## config.mk

```make
export PLATFORM = sky130hd
export DESIGN_NAME = uart_vec_loader_flat
export DESIGN_NICKNAME = d
export VERILOG_FILES = /design/src/rtl/uart_vec_loader_if.sv /design/src/rtl/uart_vec_loader.sv /design/src/flat_wrapper.sv
export SDC_FILE = /design/constraint.sdc
export NUM_CORES = 1
export LEC_CHECK = 0
export BUFFER_PORTS_ARGS = -buffer_cell sky130_fd_sc_hd__buf_2
export CAP_MARGIN = 0
export CORE_MARGIN = 8
export CORE_UTILIZATION = 55
export DETAILED_ROUTE_END_ITERATION = 10
export GPL_TIMING_DRIVEN = 1
export PLACE_DENSITY = 0.77
export SLEW_MARGIN = 20
export SYNTH_ARGS = -nofsm -noshare
export SYNTH_HDL_FRONTEND = slang
export SYNTH_SLANG_ARGS = --single-unit
```

## constraint.sdc

```tcl
create_clock -name clk -period 5.1 [get_ports clk]
set_input_delay 1.02 -clock clk [delete_from_list [all_inputs] [get_ports clk]]
set_output_delay 1.02 -clock clk [all_outputs]
set_load 0.005 [all_outputs]
```

## src/rtl/uart_vec_loader_if.sv

```systemverilog
// Write port from the UART word loader into the memory stage's user-data port.
interface uart_vec_loader_if #(
    parameter int DATA_W = 128,
    parameter int ADDR_W = 16
);
    logic              user_data_EN;
    logic [DATA_W-1:0] user_data_in;
    logic [ADDR_W-1:0] address_b;

    modport master (output user_data_EN, user_data_in, address_b);
    modport slave  (input  user_data_EN, user_data_in, address_b);
endinterface

```

## src/rtl/uart_vec_loader.sv

```systemverilog
// UART receiver packing WORD_BYTES serial bytes into one vector word per write strobe.
// Define UART_PARITY_EN for 8E1 frames with a parity_err output; default is 8N1.
module uart_vec_loader #(
    parameter int CLK_FREQ   = 50_000_000,
    parameter int BAUD       = 115200,
    parameter int WORD_BYTES = 16,
    parameter int ADDR_W     = 16
) (
    input  logic              clk,
    input  logic              rst,
    input  logic              rx,
    input  logic              addr_clr,
    uart_vec_loader_if.master wr,
    output logic              frame_err,
`ifdef UART_PARITY_EN
    output logic              parity_err,
`endif
    output logic [4:0]        byte_cnt,
    output logic              busy
);
    localparam int CLKS_PER_BIT = CLK_FREQ / BAUD;
    localparam int HALF_BIT     = CLKS_PER_BIT / 2;
    localparam int CNT_W        = $clog2(CLKS_PER_BIT);
    localparam int IDX_W        = (WORD_BYTES > 2) ? $clog2(WORD_BYTES - 1) : 1;
    localparam logic [4:0] LAST_IDX = 5'(WORD_BYTES - 1);

    localparam logic [2:0] S_IDLE   = 3'd0;
    localparam logic [2:0] S_START  = 3'd1;
    localparam logic [2:0] S_DATA   = 3'd2;
    localparam logic [2:0] S_STOP   = 3'd4;
`ifdef UART_PARITY_EN
    localparam logic [2:0] S_PARITY = 3'd3;
`endif

    logic [2:0]       state;
    logic [CNT_W-1:0] clk_cnt;
    logic [2:0]       bit_idx;
    logic [7:0]       shift_q;
    logic             rx_s1, rx_s2, rx_d;
    logic             byte_acc;
    logic             bit_end;
`ifdef UART_PARITY_EN
    logic             par_bad;
`endif

    logic [WORD_BYTES-2:0][7:0] word_q;

    assign busy    = (state != S_IDLE);
    assign bit_end = (clk_cnt == CNT_W'(CLKS_PER_BIT - 1));

    // Sync chain presets to the idle level so reset release never looks like a start bit.
    always_ff @(posedge clk or negedge rst) begin
        if (!rst) begin
            rx_s1 <= 1'b1;
            rx_s2 <= 1'b1;
            rx_d  <= 1'b1;
        end else begin
            rx_s1 <= rx;
            rx_s2 <= rx_s1;
            rx_d  <= rx_s2;
        end
    end

    always_ff @(posedge clk or negedge rst) begin
        if (!rst) begin
            state      <= S_IDLE;
            clk_cnt    <= '0;
            bit_idx    <= '0;
            shift_q    <= '0;
            byte_acc   <= 1'b0;
            frame_err  <= 1'b0;
`ifdef UART_PARITY_EN
            par_bad    <= 1'b0;
            parity_err <= 1'b0;
`endif
        end else begin
            byte_acc  <= 1'b0;
            frame_err <= 1'b0;
`ifdef UART_PARITY_EN
            parity_err <= 1'b0;
`endif
            case (state)
                S_IDLE: begin
                    if (rx_d && !rx_s2) begin
                        state   <= S_START;
                        clk_cnt <= '0;
                    end
                end
                S_START: begin
                    // Mid-start-bit check filters short glitches on the line.
                    if (clk_cnt == CNT_W'(HALF_BIT - 1)) begin
                        clk_cnt <= '0;
                        bit_idx <= '0;
                        state   <= rx_s2 ? S_IDLE : S_DATA;
                    end else begin
                        clk_cnt <= clk_cnt + 1'b1;
                    end
                end
                S_DATA: begin
                    if (bit_end) begin
                        clk_cnt <= '0;
                        shift_q <= {rx_s2, shift_q[7:1]};
                        bit_idx <= bit_idx + 3'd1;
                        if (bit_idx == 3'd7) begin
`ifdef UART_PARITY_EN
                            state <= S_PARITY;
`else
                            state <= S_STOP;
`endif
                        end
                    end else begin
                        clk_cnt <= clk_cnt + 1'b1;
                    end
                end
`ifdef UART_PARITY_EN
                S_PARITY: begin
                    if (bit_end) begin
                        clk_cnt <= '0;
                        par_bad <= (rx_s2 != ^shift_q);
                        state   <= S_STOP;
                    end else begin
                        clk_cnt <= clk_cnt + 1'b1;
                    end
                end
`endif
                S_STOP: begin
                    if (bit_end) begin
                        clk_cnt   <= '0;
                        state     <= S_IDLE;
                        frame_err <= !rx_s2;
`ifdef UART_PARITY_EN
                        parity_err <= par_bad;
                        byte_acc   <= rx_s2 && !par_bad;
`else
                        byte_acc   <= rx_s2;
`endif
                    end else begin
                        clk_cnt <= clk_cnt + 1'b1;
                    end
                end
                default: state <= S_IDLE;
            endcase
        end
    end

    // Word assembly: strobe on the edge after the last byte lands, clean up on the next.
    always_ff @(posedge clk or negedge rst) begin
        if (!rst) begin
            word_q          <= '0;
            byte_cnt        <= '0;
            wr.user_data_EN <= 1'b0;
            wr.user_data_in <= '0;
            wr.address_b    <= '0;
        end else begin
            wr.user_data_EN <= 1'b0;
            wr.user_data_in <= '0;
            if (addr_clr) begin
                wr.address_b <= '0;
                byte_cnt     <= '0;
                word_q       <= '0;
            end else if (wr.user_data_EN) begin
                wr.address_b <= wr.address_b + 1'b1;
                byte_cnt     <= '0;
                word_q       <= '0;
            end else if (byte_acc) begin
                if (byte_cnt == LAST_IDX) begin
                    wr.user_data_EN <= 1'b1;
                    wr.user_data_in <= {shift_q, word_q};
                end else begin
                    word_q[byte_cnt[IDX_W-1:0]] <= shift_q;
                    byte_cnt                    <= byte_cnt + 5'd1;
                end
            end
        end
    end
endmodule

```

## src/flat_wrapper.sv

```systemverilog
// flat-port wrapper written by rule: the top's interface ports become plain ports
module uart_vec_loader_flat 
#(
    parameter int CLK_FREQ   = 50_000_000,
    parameter int BAUD       = 115200,
    parameter int WORD_BYTES = 16,
    parameter int ADDR_W     = 16
)
  (clk, rst, rx, addr_clr, frame_err, byte_cnt, busy, wr_user_data_EN, wr_user_data_in, wr_address_b);
  uart_vec_loader_if #(.DATA_W(128), .ADDR_W(ADDR_W)) wr_i ();
  input  logic clk;
  input  logic rst;
  input  logic rx;
  input  logic addr_clr;
  output logic frame_err;
  output logic [4:0] byte_cnt;
  output logic busy;
  output wire logic [$bits(wr_i.user_data_EN)-1:0] wr_user_data_EN;
  output wire logic [$bits(wr_i.user_data_in)-1:0] wr_user_data_in;
  output wire logic [$bits(wr_i.address_b)-1:0] wr_address_b;
  assign wr_user_data_EN = wr_i.user_data_EN;
  assign wr_user_data_in = wr_i.user_data_in;
  assign wr_address_b = wr_i.address_b;
  uart_vec_loader #(.CLK_FREQ(CLK_FREQ), .BAUD(BAUD), .WORD_BYTES(WORD_BYTES), .ADDR_W(ADDR_W)) u_core (.clk(clk), .rst(rst), .rx(rx), .addr_clr(addr_clr), .wr(wr_i), .frame_err(frame_err), .byte_cnt(byte_cnt), .busy(busy));
endmodule
```

==> summary.txt, run 1 <==
Run status
  – Status: complete, no violations

Timing
  – Remaining max-slew budget at the tightest pin: 27.3%
  – Setup repair after global routing missed its margin: false
  – Crit share post-route: 57.9%
  – Total negative slack for setup checks: 0 ns
  – Worst Skew: 0.0162 ns
  – Slack of the critical path: 2.15 ns
  – Final critical-path required period: 2.95 ns
  – Setup-violating endpoint count in the final report: 0
  – Hold Worst Slack: 0.357 ns
  – Final Slew Violations: 0
  – Hold Fails Final Rpt: 0
  – Top achievable clock speed: 339 MHz
  – Actual transition at the worst max-transition pin: 1.09 ns

Layout
  – Fraction of final layout cells sized beyond drive strength 1: 22.2%
  – Most common cell after layout, fill and taps aside: dfrtp_1
  – Fill cells: 1,590
  – Total inserted antenna cells: 0
  – Final Core Density: 64.9%
  – Area Overhead vs Synth: 15.9%
  – Total Nets Final: 1,086
  – Most used cells in the layout excluding fill and tap cells: dfrtp_1 (295), buf_2 (154), nor2_1 (147)

Placement
  – Post-DP HPWL: 15.5 mm
  – Post-placement setup slack: 1.68 ns
  – Number of port buffers: 155
  – Final weighted congestion in routability-driven placement: 0.867

Critical path
  – Crit Reg-Reg Startpoint: u_core.byte_cnt[0]$_DFFE_PN0P_
  – Critical path peak fanout: 22
  – Logic depth of the worst register-to-register path: 7
  – Reg-to-reg slack, setup: 2.15 ns
  – CP Launch Type: register
  – Element type at the critical path end: register
  – Data arrival, critical path: 3.32 ns
  – Required time at the worst-slack endpoint: 5.47 ns
  – Capture instance of the worst register-to-register path: u_core.word_q[103]$_DFFE_PN0P_
  – Critical Setup Path Class: reg2reg
  – Worst setup path startpoint: u_core.byte_cnt[0]$_DFFE_PN0P_
  – Critical Path Sink: u_core.word_q[103]$_DFFE_PN0P_

Drt
  – WL per Instance: 18.2 um
  – Detailed Routing Iterations Pass 1: 5
  – Drc violations: 0
  – Via count: 7,287
  – DRT Wirelength: 24.9 mm
  – Vias per cell: 5.33
  – Number of DRC violations after detailed-routing iteration 0: 513
  – Remaining number of nets flagged by the antenna check after routing: 0

Die
  – Die height: 163 um
  – Starting density of the core: 56.0%
  – Area of the die: 26,400 um2
  – Die X-Extent: 163 um
  – Total number of placement rows: 53
  – Core ar.: 21,100 um2
  – Boundary Pins: 156

CTS
  – Buffer levels on the longest clock path: 3
  – Skew-Pair Late Insertion Delay: 0.54 ns
  – Total number of clock tree sinks: 298
  – Hold Buf Count CTS: 0
  – CTS root buffer: clkbuf_16
  – TritonCTS clock tree: done
  – Resize count post-CTS: 0
  – Number of buffers inserted to repair setup after CTS: 0
  – Clock Pin Slew Worst Setup and Hold Paths: 0.06 ns
  – H-tree depth: 1
  – Number of CTS-inserted buffers: 29

Power
  – Leakage component of the power: 7.72 nW
  – Total power per unit cell area: 344 nW/um2
  – Maximum vdd drop: 0.214 mV

Global route
  – Number of global-route vias before repair: 7,530
  – Largest net degree at the start of global routing: 135
  – Overall track demand over capacity in global routing: 19.1%
  – Initial antenna violation count: 0
  – Global-route wire length before repair: 41.0 mm
  – Sum of overflow across all layers after global routing: 0

Job
  – Total of max-cap violations: 0

Synthesis
  – Total of warnings raised by yosys: 0
  – Share of async-settable or async-resettable flops after synthesis: 100%
  – Post-synthesis instance area: 11,800 um2
  – Synth Instances: 939
  – Number of synthesized flops with an enable pin: 0
  – Net count after synthesis: 954
  – Average size of a mapped cell: 12.6 um2
  – Register area share after synthesis: 63.2%
  – Distinct cell type count after synthesis: 51
  – Register bit count reported by yosys: 298
  – Most used flip-flop cell after synthesis: dfrtp_1

Min path
  – Class of the tightest hold or removal check: reg2reg
## critical path, stage by stage (launching register included)
cell and delay, ns:
dfrtp_1 0.45, ha_1 0.35, and3_1 0.23, ha_1 0.22, nor2b_4 0.86, o2111ai_4 0.32, mux2i_1 0.26, nor2_1 0.09
## synth_stat cells (2+ instances only)
cell type | n | area share, %
dfrtp_1 | 295 | 62
nor2_1 | 148 | 4.7
and2_1 | 130 | 6.9
mux2i_1 | 122 | 10
clkbuf_1 | 38 | 1.2
nand2_1 | 26 | 0.83
o211ai_4 | 12 | 2.2
ha_1 | 11 | 1.2
inv_1 | 11 | 0.35
o21ai_0 | 11 | 0.47
buf_1 | 10 | 0.32
mux2_2 | 10 | 0.95
nand3_1 | 9 | 0.38
a21oi_1 | 8 | 0.34
nand4_1 | 7 | 0.37
nor2b_1 | 7 | 0.37
xnor2_1 | 7 | 0.52
buf_2 | 6 | 0.25
nor4_1 | 6 | 0.32
xor2_1 | 6 | 0.44
o22ai_1 | 4 | 0.21
or3_1 | 4 | 0.21
and3_1 | 3 | 0.16
and4b_1 | 3 | 0.25
buf_6 | 3 | 0.29
dfstp_2 | 3 | 0.67
nor3_1 | 3 | 0.13
o2111ai_4 | 3 | 0.67
o211ai_1 | 3 | 0.19
and4bb_2 | 2 | 0.21
buf_4 | 2 | 0.13
o21a_1 | 2 | 0.13
o21bai_1 | 2 | 0.13
o31a_1 | 2 | 0.15
o31ai_1 | 2 | 0.13
or3b_2 | 2 | 0.15
or4_1 | 2 | 0.13
## worst min path at each step
stage,startpoint,endpoint,cells after the start
2_1_floorplan,u_core.rx_s1$_DFF_PN1_,u_core.rx_s2$_DFF_PN1_,0
3_5_place_dp,u_core.rx_s1$_DFF_PN1_,u_core.rx_s2$_DFF_PN1_,0
4_1_cts,u_core.rx_s1$_DFF_PN1_,u_core.rx_s2$_DFF_PN1_,0
5_1_grt,u_core.rx_s1$_DFF_PN1_,u_core.rx_s2$_DFF_PN1_,0
3_3_place_gp,u_core.rx_s1$_DFF_PN1_,u_core.rx_s2$_DFF_PN1_,0
6_report,u_core.rx_s1$_DFF_PN1_,u_core.rx_s2$_DFF_PN1_,0
## registers in the layout (all words and copies together) (netlist names), 3 cells and up
signal and count:
u_core.wr.user_data_in 128, u_core.wr.address_b 16, u_core.clk_cnt 9, u_core.bit_idx 3, u_core.byte_cnt 5, u_core.state 3, u_core.shift_q 8, u_core.word_q 120
## cell families (layout without fill, tap and decap cells)
logic type                 after synthesis  count (layout)  synth area share (%)
DFF                                    298             298                  63.2
AOI/OAI and AO/OA                       55              55                  5.13
muxes                                  132             132                  11.3
and+or+nand+nor                        359             359                  15.6
adders and majority gates               11              11                  1.16
buffers and inverters                   71             223                  2.71
xor gates and xnor gates                13              13                 0.964
## metal layers
layer	routed length [um]	GRT usage [%]
met1	10900	25.6
met2	12200	31.7
met3	1350	3.72
met4	465	5.00
met5	0	0
## power breakdown
| part | switching (W) | internal (W) |
|---|---|---|
| sequential | 0.0000385 | 0.00239 |
| clock | 0.000854 | 0.00126 |
| combinational | 0.000116 | 0.0000491 |
| total | 0.00101 | 0.00370 |
## stage by stage
step	instance area, um2	total power [W]	std cells
final	13700	0.00471	1366
after global routing	13700	0.00487	1366
after CTS	13700	0.00475	1366
after detailed placement	12800	0.00264	1315
after global placement	12800	0.00263	1315
after floorplan	11800	0.00256	939
## final cells by class
type / count / area, um2 / area share, %
timing repair buffer: 161 / 856 / 6.25
inverter: 11 / 41.3 / 0.302
sequential: 298 / 7460 / 54.5
tap: 275 / 344 / 2.51
clock buffer: 42 / 815 / 5.95
multi-input combinational: 570 / 4050 / 29.6
clock inverter: 9 / 126 / 0.923
Note: power is estimated with default switching activity, not from simulation.
==> run 2, diff against run 1 <==
Clock period 5.1 ns to 2.95 ns, I/O delays scaled along.
==> summary.txt, run 2 (synthesis results as in run 1) <==
CTS
  – H-tree depth: 1 (unchanged)
  – TritonCTS clock tree: done (unchanged)
  – CTS root buffer: clkbuf_16 (unchanged)
  – Buffer levels on the longest clock path: 3 (unchanged)
  – Number of buffers inserted to repair setup after CTS: 0 (unchanged)
  – Skew-Pair Late Insertion Delay: 0.54 ns (about the same)
  – Total number of clock tree sinks: 298 (unchanged)
  – Number of CTS-inserted buffers: 29 (unchanged)
  – Hold Buf Count CTS: 0 (unchanged)
  – Clock Pin Slew Worst Setup and Hold Paths: 0.06 ns (about the same)
  – Resize count post-CTS: 0 (unchanged)

Timing
  – Crit share post-route: 86.4% (was 57.9%)
  – Actual transition at the worst max-transition pin: 1.01 ns (was 1.09 ns)
  – Top achievable clock speed: 392 MHz (was 339 MHz)
  – Final Slew Violations: 0 (unchanged)
  – Remaining max-slew budget at the tightest pin: 32.8% (was 27.3%)
  – Setup-violating endpoint count in the final report: 0 (unchanged)
  – Final critical-path required period: 2.55 ns (was 2.95 ns)
  – Total negative slack for setup checks: 0 ns (unchanged)
  – Slack of the critical path: 0.402 ns (was 2.15 ns)
  – Hold Worst Slack: 0.00369 ns (was 0.357 ns)
  – Hold Fails Final Rpt: 0 (unchanged)
  – Worst Skew: 0.0175 ns (was 0.0162 ns)
  – Setup repair after global routing missed its margin: false (unchanged)

Die
  – Die X-Extent: 163 um (unchanged)
  – Starting density of the core: 56.0% (unchanged)
  – Area of the die: 26,400 um2 (unchanged)
  – Die height: 163 um (unchanged)
  – Total number of placement rows: 53 (unchanged)
  – Boundary Pins: 156 (unchanged)
  – Core ar.: 21,100 um2 (unchanged)

Critical path
  – Logic depth of the worst register-to-register path: 8 (was 7)
  – Critical Setup Path Class: reg2reg (unchanged)
  – Critical Path Sink: u_core.word_q[44]$_DFFE_PN0P_ (was u_core.word_q[103]$_DFFE_PN0P_)
  – Data arrival, critical path: 2.92 ns (was 3.32 ns)
  – Reg-to-reg slack, setup: 0.40 ns (was 2.15 ns)
  – Required time at the worst-slack endpoint: 3.33 ns (was 5.47 ns)
  – Crit Reg-Reg Startpoint: u_core.byte_cnt[0]$_DFFE_PN0P_ (unchanged)
  – Element type at the critical path end: register (unchanged)
  – Capture instance of the worst register-to-register path: u_core.word_q[44]$_DFFE_PN0P_ (was u_core.word_q[103]$_DFFE_PN0P_)
  – Critical path peak fanout: 18 (was 22)
  – CP Launch Type: register (unchanged)
  – Worst setup path startpoint: u_core.byte_cnt[0]$_DFFE_PN0P_ (unchanged)

Job
  – Total of max-cap violations: 0 (unchanged)

Drt
  – Drc violations: 0 (unchanged)
  – Vias per cell: 5.31 (was 5.33)
  – WL per Instance: 18.3 um (was 18.2 um)
  – Via count: 7,289 (was 7,287)
  – Number of DRC violations after detailed-routing iteration 0: 395 (was 513)
  – Detailed Routing Iterations Pass 1: 4 (was 5)
  – Remaining number of nets flagged by the antenna check after routing: 0 (unchanged)
  – DRT Wirelength: 25.2 mm (was 24.9 mm)

Layout
  – Fraction of final layout cells sized beyond drive strength 1: 23.0% (was 22.2%)
  – Most used cells in the layout excluding fill and tap cells: dfrtp_1 (295), buf_2 (154), nor2_1 (147) (unchanged)
  – Total Nets Final: 1,093 (was 1,086)
  – Flip-flop count of the largest register after layout: 128 (unchanged)
  – Total inserted antenna cells: 0 (unchanged)
  – Area Overhead vs Synth: 16.9% (was 15.9%)
  – Most common cell after layout, fill and taps aside: dfrtp_1 (unchanged)
  – Registers with the most flip-flops: u_core.wr.user_data_in (128), u_core.word_q (120), u_core.wr.address_b (16) (unchanged)
  – Largest reg by FF count: u_core.wr.user_data_in (unchanged)

Power
  – Total power per unit cell area: 589 nW/um2 (was 344 nW/um2)
  – Maximum vdd drop: 0.427 mV (was 0.214 mV)
  – Leakage component of the power: 7.78 nW (was 7.72 nW)

Global route
  – Overall track demand over capacity in global routing: 19.1% (about the same)
  – Number of global-route vias before repair: 7,483 (was 7,530)
  – Global-route wire length before repair: 40.9 mm (was 41.0 mm)
  – Sum of overflow across all layers after global routing: 0 (unchanged)
  – Largest net degree at the start of global routing: 130 (was 135)
  – Initial antenna violation count: 0 (unchanged)

Placement
  – Post-placement setup slack: 0.476 ns (was 1.68 ns)
  – Post-DP HPWL: 15.6 mm (was 15.5 mm)
  – Number of port buffers: 155 (unchanged)
  – Final weighted congestion in routability-driven placement: 0.859 (was 0.867)

Min path
  – Class of the tightest hold or removal check: in2async (was reg2reg)

Run status
  – Status: complete, no violations (unchanged)
run 2: where the power goes:
part	leakage, nW	internal, W	switching [W]
registers	4.14	0.00414	0.0000674
clock network	0.477	0.00218	0.00146
logic	3.17	0.0000913	0.000198
run 2: metrics by stage:
stage | area (um2) | utilization (%) | std cells | total power [W]
2_1_floorplan | 11800 | - | 939 | 0.00443
3_3_place_gp | 12800 | 60.9 | 1322 | 0.00456
3_5_place_dp | 12800 | 60.9 | 1322 | 0.00458
4_1_cts | 13800 | 65.5 | 1373 | 0.00823
5_1_grt | 13800 | 65.5 | 1373 | 0.00846
6_report | 13800 | 65.5 | 1373 | 0.00814
run 2: area by class of cell:
type | count | area (um2)
Fill cell | 1599 | 7280
Sequential cell | 298 | 7460
Inverter | 11 | 41.3
Clock inverter | 4 | 48.8
Clock buffer | 47 | 913
Tap cell | 275 | 344
Multi-Input combinational cell | 570 | 4050
Timing Repair Buffer | 168 | 946
run 2: worst min-delay path by stage:
stage                                       from  depth (start not counted)  slack, ns                                  end
final                                        rst                          1      0.004  u_core.wr.address_b[15]$_DFFE_PN0N_
after global routing                         rst                          1       0.05  u_core.wr.address_b[15]$_DFFE_PN0N_
after floorplan                              rst                          0       0.29        u_core.bit_idx[0]$_DFFE_PN0P_
after CTS                                    rst                          1       0.03  u_core.wr.address_b[15]$_DFFE_PN0N_
after global placement    u_core.rx_s1$_DFF_PN1_                          0       0.35               u_core.rx_s2$_DFF_PN1_
after detailed placement  u_core.rx_s1$_DFF_PN1_                          0       0.35               u_core.rx_s2$_DFF_PN1_
run 2: worst max-delay path, cell delays in order, from the launching register on:
cell and delay (ns):
dfrtp_1 0.45, ha_1 0.36, and3_1 0.25, ha_1 0.23
nor2b_4 0.32, buf_12 0.25, o211ai_4 0.19, mux2i_1 0.27
nor2_1 0.08
run 2: routing by layer:
layer	wire length [um]	track usage (%)
met2	12400	31.6
met1	11000	25.9
met4	308	4.25
met3	1440	3.59
met5	0	0
